## src/rtl/multicycle_ctrl_if.sv

```systemverilog
// Control/datapath bundle for the multicycle controller: instruction fields and
// flags in, strobes and mux selects out.
interface multicycle_ctrl_if;
    logic [6:0] opcode;
    logic [2:0] funct3;
    logic       funct7_5;
    logic       zero;

    logic       pc_write;
    logic       ir_write;
    logic       reg_write;
    logic       mem_write;
    logic       adr_src;
    logic [1:0] alu_src_a;
    logic [1:0] alu_src_b;
    logic [1:0] result_src;
    logic [1:0] imm_src;
    logic [2:0] alu_control;
    logic       illegal;

    // Controller side
    modport master (
        input  opcode, funct3, funct7_5, zero,
        output pc_write, ir_write, reg_write, mem_write, adr_src,
               alu_src_a, alu_src_b, result_src, imm_src, alu_control, illegal
    );

    // Datapath side
    modport slave (
        output opcode, funct3, funct7_5, zero,
        input  pc_write, ir_write, reg_write, mem_write, adr_src,
               alu_src_a, alu_src_b, result_src, imm_src, alu_control, illegal
    );
endinterface

```

## src/rtl/multicycle_ctrl.sv

```systemverilog
// Moore-style multicycle RISC-V controller (lw, sw, R-type, I-type, beq, jal).
// Define MULTICYCLE_ILLEGAL_TRAP_EN to trap on unsupported opcodes instead of NOP.
module multicycle_ctrl (
    input  logic              clk_i,
    input  logic              rst_i,
    multicycle_ctrl_if.master ctrl
);
    localparam logic [2:0] ALU_ADD = 3'b000;
    localparam logic [2:0] ALU_SUB = 3'b001;
    localparam logic [2:0] ALU_AND = 3'b010;
    localparam logic [2:0] ALU_OR  = 3'b011;

    localparam logic [6:0] OP_LW  = 7'b0000011;
    localparam logic [6:0] OP_SW  = 7'b0100011;
    localparam logic [6:0] OP_R   = 7'b0110011;
    localparam logic [6:0] OP_I   = 7'b0010011;
    localparam logic [6:0] OP_BEQ = 7'b1100011;
    localparam logic [6:0] OP_JAL = 7'b1101111;

    typedef enum logic [3:0] {
        S_FETCH,
        S_DECODE,
        S_MEMADR,
        S_MEMREAD,
        S_MEMWB,
        S_MEMWRITE,
        S_EXECR,
        S_EXECI,
        S_ALUWB,
        S_BEQ,
        S_JAL
`ifdef MULTICYCLE_ILLEGAL_TRAP_EN
        , S_TRAP
`endif
    } state_t;

    state_t state_q, state_d;
    // Opcode is only valid in DECODE, so lw/sw is remembered for MEMADR.
    logic   is_sw_q, is_sw_d;

    function automatic logic [2:0] alu_decode(input logic [2:0] f3,
                                              input logic       op5,
                                              input logic       f7_5);
        case (f3)
            3'b000:  return (op5 && f7_5) ? ALU_SUB : ALU_ADD;
            3'b110:  return ALU_OR;
            3'b111:  return ALU_AND;
            default: return ALU_ADD;
        endcase
    endfunction

    always_ff @(posedge clk_i or posedge rst_i) begin
        if (rst_i) begin
            state_q <= S_FETCH;
            is_sw_q <= 1'b0;
        end else begin
            state_q <= state_d;
            is_sw_q <= is_sw_d;
        end
    end

    always_comb begin
        state_d          = state_q;
        is_sw_d          = is_sw_q;
        ctrl.pc_write    = 1'b0;
        ctrl.ir_write    = 1'b0;
        ctrl.reg_write   = 1'b0;
        ctrl.mem_write   = 1'b0;
        ctrl.adr_src     = 1'b0;
        ctrl.alu_src_a   = 2'b00;
        ctrl.alu_src_b   = 2'b00;
        ctrl.result_src  = 2'b00;
        ctrl.imm_src     = 2'b00;
        ctrl.alu_control = ALU_ADD;
`ifdef MULTICYCLE_ILLEGAL_TRAP_EN
        ctrl.illegal     = 1'b0;
`endif
        case (state_q)
            S_FETCH: begin
                ctrl.ir_write   = 1'b1;
                ctrl.pc_write   = 1'b1;
                ctrl.alu_src_b  = 2'b10;
                ctrl.result_src = 2'b10;
                state_d         = S_DECODE;
            end
            S_DECODE: begin
                ctrl.alu_src_a = 2'b01;
                ctrl.alu_src_b = 2'b01;
                ctrl.imm_src   = 2'b10;
                is_sw_d        = ctrl.opcode[5];
                case (ctrl.opcode)
                    OP_LW, OP_SW: state_d = S_MEMADR;
                    OP_R:         state_d = S_EXECR;
                    OP_I:         state_d = S_EXECI;
                    OP_BEQ:       state_d = S_BEQ;
                    OP_JAL:       state_d = S_JAL;
`ifdef MULTICYCLE_ILLEGAL_TRAP_EN
                    default:      state_d = S_TRAP;
`else
                    default:      state_d = S_FETCH;
`endif
                endcase
            end
            S_MEMADR: begin
                ctrl.alu_src_a = 2'b10;
                ctrl.alu_src_b = 2'b01;
                ctrl.imm_src   = is_sw_q ? 2'b01 : 2'b00;
                state_d        = is_sw_q ? S_MEMWRITE : S_MEMREAD;
            end
            S_MEMREAD: begin
                ctrl.adr_src = 1'b1;
                state_d      = S_MEMWB;
            end
            S_MEMWB: begin
                ctrl.result_src = 2'b01;
                ctrl.reg_write  = 1'b1;
                state_d         = S_FETCH;
            end
            S_MEMWRITE: begin
                ctrl.adr_src   = 1'b1;
                ctrl.mem_write = 1'b1;
                state_d        = S_FETCH;
            end
            S_EXECR: begin
                ctrl.alu_src_a   = 2'b10;
                ctrl.alu_control = alu_decode(ctrl.funct3, ctrl.opcode[5], ctrl.funct7_5);
                state_d          = S_ALUWB;
            end
            S_EXECI: begin
                ctrl.alu_src_a   = 2'b10;
                ctrl.alu_src_b   = 2'b01;
                ctrl.alu_control = alu_decode(ctrl.funct3, ctrl.opcode[5], ctrl.funct7_5);
                state_d          = S_ALUWB;
            end
            S_ALUWB: begin
                ctrl.reg_write = 1'b1;
                state_d        = S_FETCH;
            end
            S_BEQ: begin
                // The only Mealy output: branch taken straight from the ALU flag.
                ctrl.alu_src_a   = 2'b10;
                ctrl.alu_control = ALU_SUB;
                ctrl.pc_write    = ctrl.zero;
                state_d          = S_FETCH;
            end
            S_JAL: begin
                ctrl.alu_src_a = 2'b01;
                ctrl.alu_src_b = 2'b10;
                ctrl.pc_write  = 1'b1;
                state_d        = S_ALUWB;
            end
`ifdef MULTICYCLE_ILLEGAL_TRAP_EN
            S_TRAP: begin
                ctrl.illegal = 1'b1;
                state_d      = S_TRAP;
            end
`endif
            default: state_d = S_FETCH;
        endcase
    end

`ifndef MULTICYCLE_ILLEGAL_TRAP_EN
    assign ctrl.illegal = 1'b0;
`endif

endmodule

```

## src/flat_wrapper.sv

```systemverilog
// flat-port wrapper written by rule: the top's interface ports become plain ports
module multicycle_ctrl_flat 
  (clk_i, rst_i, ctrl_opcode, ctrl_funct3, ctrl_funct7_5, ctrl_zero, ctrl_pc_write, ctrl_ir_write, ctrl_reg_write, ctrl_mem_write, ctrl_adr_src, ctrl_alu_src_a, ctrl_alu_src_b, ctrl_result_src, ctrl_imm_src, ctrl_alu_control, ctrl_illegal);
  multicycle_ctrl_if ctrl_i ();
  input  logic clk_i;
  input  logic rst_i;
  input wire logic [$bits(ctrl_i.opcode)-1:0] ctrl_opcode;
  input wire logic [$bits(ctrl_i.funct3)-1:0] ctrl_funct3;
  input wire logic [$bits(ctrl_i.funct7_5)-1:0] ctrl_funct7_5;
  input wire logic [$bits(ctrl_i.zero)-1:0] ctrl_zero;
  output wire logic [$bits(ctrl_i.pc_write)-1:0] ctrl_pc_write;
  output wire logic [$bits(ctrl_i.ir_write)-1:0] ctrl_ir_write;
  output wire logic [$bits(ctrl_i.reg_write)-1:0] ctrl_reg_write;
  output wire logic [$bits(ctrl_i.mem_write)-1:0] ctrl_mem_write;
  output wire logic [$bits(ctrl_i.adr_src)-1:0] ctrl_adr_src;
  output wire logic [$bits(ctrl_i.alu_src_a)-1:0] ctrl_alu_src_a;
  output wire logic [$bits(ctrl_i.alu_src_b)-1:0] ctrl_alu_src_b;
  output wire logic [$bits(ctrl_i.result_src)-1:0] ctrl_result_src;
  output wire logic [$bits(ctrl_i.imm_src)-1:0] ctrl_imm_src;
  output wire logic [$bits(ctrl_i.alu_control)-1:0] ctrl_alu_control;
  output wire logic [$bits(ctrl_i.illegal)-1:0] ctrl_illegal;
  assign ctrl_i.opcode = ctrl_opcode;
  assign ctrl_i.funct3 = ctrl_funct3;
  assign ctrl_i.funct7_5 = ctrl_funct7_5;
  assign ctrl_i.zero = ctrl_zero;
  assign ctrl_pc_write = ctrl_i.pc_write;
  assign ctrl_ir_write = ctrl_i.ir_write;
  assign ctrl_reg_write = ctrl_i.reg_write;
  assign ctrl_mem_write = ctrl_i.mem_write;
  assign ctrl_adr_src = ctrl_i.adr_src;
  assign ctrl_alu_src_a = ctrl_i.alu_src_a;
  assign ctrl_alu_src_b = ctrl_i.alu_src_b;
  assign ctrl_result_src = ctrl_i.result_src;
  assign ctrl_imm_src = ctrl_i.imm_src;
  assign ctrl_alu_control = ctrl_i.alu_control;
  assign ctrl_illegal = ctrl_i.illegal;
  multicycle_ctrl u_core (.clk_i(clk_i), .rst_i(rst_i), .ctrl(ctrl_i));
endmodule
```

## config.mk

```make
export PLATFORM = sky130hd
export DESIGN_NAME = multicycle_ctrl_flat
export DESIGN_NICKNAME = d
export VERILOG_FILES = /design/src/rtl/multicycle_ctrl_if.sv /design/src/rtl/multicycle_ctrl.sv /design/src/flat_wrapper.sv
export SDC_FILE = /design/constraint.sdc
export NUM_CORES = 1
export LEC_CHECK = 0
export ABC_CLOCK_PERIOD_IN_PS = 3260
export CAP_MARGIN = 20
export CORE_AREA = 2 2 42 44
export DETAILED_ROUTE_END_ITERATION = 10
export DIE_AREA = 0 0 44 46
export PLACE_DENSITY = 0.73
export RECOVER_POWER = 25
export SLEW_MARGIN = 15
export SYNTH_ARGS = -nofsm -noshare
export SYNTH_HDL_FRONTEND = slang
export SYNTH_SLANG_ARGS = --single-unit
```

## constraint.sdc

```tcl
create_clock -name clk_i -period 3.26 [get_ports clk_i]
set_input_delay 0.652 -clock clk_i [delete_from_list [all_inputs] [get_ports clk_i]]
set_output_delay 0.652 -clock clk_i [all_outputs]
set_load 0.005 [all_outputs]
```

### Word-level counts from Yosys, hierarchy flattened

Index checks and enable logic that the tools add are counted.

| word-level totals | value |
|---|---|
| flip-flop bits (word level) | 5 |
| bits of input ports | 14 |
| output and inout port bits | 17 |
| logic and storage cells | 48 |

| cells by class | value |
|---|---|
| eq/ne operators | 18 |
| multiplexer cells | 16 |
| reductions and logical operators | 12 |

Operators by type and width:

| operator | number |
|---|---|
| 4-bit one-hot mux with 5 select lines | 2 |
| 4-bit by 3-bit equality test with 1-bit output (second input constant) | 4 |
| 2-bit one-hot mux with 2 select lines | 4 |
| 7-bit by 6-bit equality test with 1-bit output (second input constant) | 2 |
| 7-bit equality test (second input constant) | 2 |
| 4-bit equality test (second input constant) | 3 |
| 2-bit OR reduction | 6 |
| 3-bit one-hot mux with 3 select lines | 1 |
| 4-bit by 2-bit equality test with 1-bit output (second input constant) | 2 |
| 7-bit by 2-bit equality test with 1-bit output (second input constant) | 1 |
| 7-bit by 5-bit equality test with 1-bit output (second input constant) | 1 |
| 3-bit equality test (second input constant) | 2 |
| 1-bit 2-to-1 mux | 6 |
| 3-bit one-hot mux with 2 select lines | 1 |
| 3-bit OR reduction | 2 |
| 4-bit by 1-bit equality test with 1-bit output (second input constant) | 1 |
| 4-bit zero test | 1 |
| 4-bit OR reduction | 1 |
| 3-bit zero test | 1 |
| 3-bit 2-to-1 mux | 1 |
| 1-bit one-hot mux with 2 select lines | 1 |
| 1-bit logical AND | 1 |

### Logic depth before layout (Yosys ltp)

Gate-level depths: netlist of run 1.

| logic depth | value |
|---|---|
| depth in word-level cells | 4 |
| gate-level depth with buffers | 4 |

### Worst setup path after synthesis of run 1

No wires, ideal clock.

| path | value |
|---|---|
| path type | input to output |
| start point | input ctrl_funct3[2] |
| end point | output ctrl_alu_control[0] |
| data arrival time | 1.187 ns |
| required time | 2.608 ns |
| setup slack | 1.421 ns |
| stages on the path | 3 |
| path buffers | 0 |
| cells stage by stage | nor4bb_1 a21oi_1 o31ai_1 |

| between the ends | value |
|---|---|
| word-level cells in the longest chain between the ends | 3 |
| elaborated cells on any way between the ends | 5 |
| those cells by class | 2 x eq/ne; 2 x mux; 1 x reduce/logical |

Ends and longest elaborated chain:

| item | line | RTL |
|---|---|---|
| from (decl) | flat_wrapper.sv:8 | `input wire logic [$bits(ctrl_i.funct3)-1:0] ctrl_funct3;` |
| 3-bit equality test or 3-bit zero test (tied branches) | multicycle_ctrl.sv:44 | `case (f3)` |
| 3-bit one-hot mux with 3 select lines (*) | multicycle_ctrl.sv:44 |  |
| 3-bit one-hot mux with 2 select lines (*) | multicycle_ctrl.sv:78 | `case (state_q)` |
| to (decl) | flat_wrapper.sv:20 | `output wire logic [$bits(ctrl_i.alu_control)-1:0] ctrl_alu_control;` |

Mark *: on every way between the ends. The rest lies on a longest branch, timed or not.

### Worst setup path in the final report of run 1

| path | value |
|---|---|
| start point | input ctrl_opcode[5] |
| end point | output ctrl_alu_control[0] |

| between the ends | value |
|---|---|
| word-level cells in the longest chain between the ends | 4 |

Ends and longest elaborated chain:

| item | line | RTL |
|---|---|---|
| from (decl) | flat_wrapper.sv:7 | `input wire logic [$bits(ctrl_i.opcode)-1:0] ctrl_opcode;` |
| 1-bit logical AND | multicycle_ctrl.sv:45 | `3'b000: return (op5 && f7_5) ? ALU_SUB : ALU_ADD;` |
| 1-bit 2-to-1 mux | multicycle_ctrl.sv:45 |  |
| 3-bit one-hot mux with 3 select lines | multicycle_ctrl.sv:44 |  |
| 3-bit one-hot mux with 2 select lines | multicycle_ctrl.sv:78 |  |

Every way passes these cells.

==> metrics.txt, run 1 <==
status=finished, final reports clean; critical path required time=2.61 ns; Total Power=approximately 0.43 mW; hold wc startpoint=u_core.is_sw_q; Async SR Flop Fraction=100%; Num CTS Buffers=3; IO Count=31; Final WS setup=about 0.33 ns; core area=1610 um2; YS warnings=0; adder and majority cell fraction of the synthesized area=0%; RR Startpoint=u_core.state_q[1]; most used routing layer=met2; Chip Width=around 44 um; Worst EP arrival=2.28 ns; CP Class=primary input to primary output; Layout Cells excl Fill=111; CP bufs+invs=2; worst reg2reg path depth=3; clock sinks=5; CTS tree=done; R2R Setup Slk=1.60 ns; DR vias=~570; Max Clock Freq=341 MHz; M1 GR Usage=17.7%; Hold Path Stages=1; global placement routability congestion=0.773; DRC=0; Layout fillers=162; Layout Skew=0.00205 ns; Power per Cell Area=524 nW/um2; die area=2020 um2; Routed WL=1300 um; commonest cells in the netlist=nand2_1, nor2_1, dfrtp_1; worst reg2reg path endpoint=u_core.state_q[0]; DP Area=787 um2; Tmin final=approximately 2.9 ns; H-tree depth=1; count of hold-fix buffers inserted at cts=0; grt ovf=0; global-route wire length before repair=a little over 2000 um; Core Rows=15; LEAKAGE=0.325 nW; Fin Setup TNS=0 ns; M3 GR Usage=1.19%; Distinct cells, synth=36; Hold Vio Cnt, Final=0; Mapped Area=523 um2; ys flop type=dfrtp_1; clock insertion delay at the later pin of the skew report=0.25 ns; GR Layer Usage met2=22.1%; HPWL Detailed=approximately 980 um; fin util=50.4%; Setup Buffers After CTS=0; Area Overhead vs Synth=55.5%; Final Cell Area=813 um2; Synth Instances=68; most frequent cell after synthesis=nand2_1; Nets=between 100 and 150; DP Worst Slack=0.379 ns; CTS resizes=0; Yosys top cell by area=dfrtp_1; EDFF count, synth=0; hold path endpoint=u_core.state_q[1]; Period Utilization, post-route=89.8%; crit path max-delay cell type=dlygate4sd3_1; Seq/Total Area, Yosys=23.9%; RSZ-0062 raised after global routing=no; DRT iter0 DRCs=11; CP Capture Type=primary output; VDD IR max=0.282 mV; WL per Instance=11.7 um; Port Buffers=28; Hold WC Path Type=flip-flop to flip-flop; CP Launch Type=primary input; multiplexer share of the synthesized area=2.15%; Antenna diodes=0; drt via density=5.16; worst hold margin=0.514 ns; post-route ant nets=0; clock slew at reported path FFs=0.05 ns; pin count of the biggest net entering global routing=17; CP top delay family=buffers and inverters; main combinational cell family by area after synthesis=simple AND/OR/NAND/NOR gates; Largest stage delay, worst path=slightly below 0.6 ns; CP Max Fanout=5; die height=46 um; DP Cell Count=107; Root Buffer=clkbuf_4; Synth Area in Compound Gates=18.9%; max_cap viols=0; Initial Util=roughly 32%; post-synthesis xor/xnor area fraction=roughly 5.0%; flop and latch count out of synthesis=5; simple-gate share of the synthesized area=40.7%; GRT Resource Usage Total=13.8%; Yosys top cell area share=roughly a quarter; ratio of cells with drive above 1 in the final layout=5.32%; CTS Buffer Depth=2; critical-path cell list=dlygate4sd3_1 -> nor4bb_1 -> a21oi_1 -> o31ai_1 -> clkdlybuf4s50_1; initial antenna violation count=0; fin. max-slew vios=0; Avg Synthesized Cell Area=7.69 um2; Setup Viol. Count Final=0; top cells by area, synth=dfrtp_1, nand2_1, buf_4; vias in the first global route=about 480; First-pass DRT Iterations=4
[sequential cells by signal, indices dropped and copies added (netlist names)]
signal          flops
u_core.is_sw_q      1
u_core.state_q      4
[cell usage in the layout (no fill, tap or decap), drive strengths merged, types with 3 or more instances in the layout]
master / Yosys / routed
nor3: 3 / 3
clkbuf: 1 / 4
a21oi: 4 / 4
dfrtp: 5 / 5
clkdlybuf4s50: 0 / 26
nor2: 6 / 6
nand3b: 3 / 3
and2: 3 / 3
nand2: 7 / 7
[kinds of logic after synthesis]
group,count (synthesis)
AND/OR/NAND/NOR,36
other,1
AO/OA/AOI/OAI,14
buffers and inverters,8
XOR/XNOR,3
flip-flops,5
multiplexers,1
[worst max path at each step]
| stage | start | end | slack, ns | cells after the start |
|---|---|---|---|---|
| after floorplan | ctrl_funct3[2] | ctrl_alu_control[0] | 1.42 | 3 |
| after global placement | ctrl_opcode[5] | ctrl_alu_control[0] | 0.45 | 5 |
| after detailed placement | ctrl_opcode[5] | ctrl_alu_control[0] | 0.38 | 5 |
| after CTS | ctrl_opcode[5] | ctrl_alu_control[0] | 0.39 | 5 |
| after global routing | ctrl_opcode[5] | ctrl_alu_control[0] | 0.23 | 5 |
| final | ctrl_opcode[5] | ctrl_alu_control[0] | 0.33 | 5 |
[power breakdown]
group,total (mW),switching (mW),internal [mW]
Sequential,0.112,0.0356,0.0765
Clock,0.0754,0.0289,0.0465
Combinational,0.239,0.0841,0.155
Total,0.426,0.149,0.277
[layout make-up]
cell class	count	area, um2	share of cell area (%)
clock buffers	4	26.3	3.23
repair buffers	28	280	34.5
multi-input cells	56	357	43.8
flip-flops and latches	5	125	15.4
inverters	1	3.75	0.462
well taps	17	21.3	2.62
[metal layers]
metal	vias up	routed length, um
met5	-	0
met4	0	19
met3	2	72
met2	24	626
met1	253	582
li1	294	-
(Power assumes the default switching activity.)
==> run 2: changes to the inputs <==
--- a/config.mk
+++ b/config.mk
@@ -7,9 +7,9 @@
 export LEC_CHECK = 0
 export ABC_CLOCK_PERIOD_IN_PS = 3260
 export CAP_MARGIN = 20
-export CORE_AREA = 2 2 42 44
+export CORE_AREA = 2 2 40 46
 export DETAILED_ROUTE_END_ITERATION = 10
-export DIE_AREA = 0 0 44 46
+export DIE_AREA = 0 0 42 48
 export PLACE_DENSITY = 0.73
 export RECOVER_POWER = 25
 export SLEW_MARGIN = 15
==> metrics.txt, run 2 (synthesis results as in run 1) <==
CP Class=primary input to primary output; Setup Buffers After CTS=0; hold wc startpoint=u_core.is_sw_q; First-pass DRT Iterations=4; ratio of cells with drive above 1 in the final layout=5.32%; Layout Skew=0.00337 ns; Fin Setup TNS=0 ns; sequential fraction of design power=26.9%; Root Buffer=clkbuf_4; Num CTS Buffers=3; die height=between 40 and 50 um; Period Utilization, post-route=87.5%; combinational power share=56.4%; Routed WL=~1200 um; Layout fillers=162; count of hold-fix buffers inserted at cts=0; DP Worst Slack=0.398 ns; Worst EP arrival=2.20 ns; Total Power=0.414 mW; clock sinks=5; DRT iter0 DRCs=15; drt via density=5.16; CP Max Fanout=5; worst setup path startpoint=ctrl_opcode[5]; Initial Util=34.4%; CP Launch Type=primary input; Max Clock Freq=350 MHz; NetSw=around 0.14 mW; Power per Cell Area=510 nW/um2; VDD IR max=0.460 mV; Core Rows=15; RR Startpoint=u_core.state_q[1]; die area=2020 um2; IO Count=31; clock network power share=16.7%; commonest non-fill, non-tap cell in the layout=clkdlybuf4s50_1; max reg flops=4; Tmin final=2.85 ns; biggest regs=u_core.state_q x4, u_core.is_sw_q x1; CTS Buffer Depth=2; grt ovf=0; most frequent cells in the layout=clkdlybuf4s50_1, nand2_1, nor2_1, dfrtp_1, a21oi_1; core area=about 1500 um2; critical path required time=2.61 ns; Area Overhead vs Synth=55.5%; status=finished, final reports clean; clock insertion delay at the later pin of the skew report=0.24 ns; HPWL Detailed=939 um; Hold Vio Cnt, Final=0; Port Buffers=28; fin. max-slew vios=0; clock slew at reported path FFs=0.04 ns; Setup Viol. Count Final=0; global placement routability congestion=0.812; RSZ-0062 raised after global routing=no; Hold WC Path Type=flip-flop to flip-flop; Storage cell area=125 um2; worst hold margin=around 0.49 ns; Biggest register=u_core.state_q; Antenna diodes=0; Final WS setup=between 0.4 and 0.5 ns; post-route ant nets=0; CTS tree=done; internal power=0.277 mW; DRC=0; GRT Resource Usage Total=12.3%; switching share of total power=33.1%; global-route wire length before repair=1890 um; vias in the first global route=459; pin count of the biggest net entering global routing=17; Chip Width=42 um; CTS resizes=0; Multi-input gate area=357 um2; max_cap viols=0; DR vias=573; H-tree depth=1; LEAKAGE=approximately 0.32 nW; Nets=109; initial antenna violation count=0; CP Capture Type=primary output; WL per Instance=11.1 um
==> run 2: cell counts in the layout (fill, tap and decap cells not counted) <==
Identical to the previous run, type by type.
==> run 2: worst max-delay path: stages <==
cell             delay [ns]
clkdlybuf4s50_1        0.52
nor4bb_1               0.22
a21oi_1                0.07
o31ai_1                0.21
clkdlybuf4s50_1        0.54
==> run 2: metal layers <==
layer | part of all wire (%) | up-vias | GRT usage (%) | wire length (um)
met5 | 0 | - | 0 | 0
met4 | 0 | 0 | 1.94 | 0
met3 | 7.7 | 0 | 4.53 | 95
met2 | 46 | 24 | 21.6 | 562
met1 | 47 | 255 | 15.1 | 575
li1 | - | 294 | - | -
==> run 2: worst paths after layout <==
| kind | to | slack, ns | cells past startpoint |
|---|---|---|---|
| hold reg to reg | u_core.state_q[1] | 0.49 | 1 |
| max in group asynchronous | u_core.state_q[1] | 2.35 | 2 |
| setup / recovery | ctrl_alu_control[0] | 0.41 | 5 |
| setup reg to reg | u_core.is_sw_q | 1.62 | 3 |
| min in group asynchronous | u_core.state_q[3] | 0.74 | 2 |
| hold / removal | u_core.state_q[1] | 0.49 | 1 |
==> run 2: layout make-up <==
type,instances,area share [%]
repair buffers,28,34.5
multi-input cells,56,43.8
inverters,1,0.462
flip-flops and latches,5,15.4
clock buffers,4,3.23
well taps,17,2.62
==> run 2: power by group through the flow <==
stage               Sequential (mW)  Combinational, mW  Clock, mW
floorplan                    0.0888              0.136          0
global placement              0.111              0.234          0
detailed placement            0.111              0.236          0
CTS                           0.111              0.237     0.0715
global route                  0.115              0.254     0.0782
finish                        0.111              0.234     0.0692
==> run 2: through the flow <==
step,cell area (um2),util (%),instances
after floorplan,527,-,69
after global placement,787,51.8,107
after detailed placement,787,51.8,107
after CTS,813,53.5,111
after global routing,813,53.5,111
final,813,53.5,111
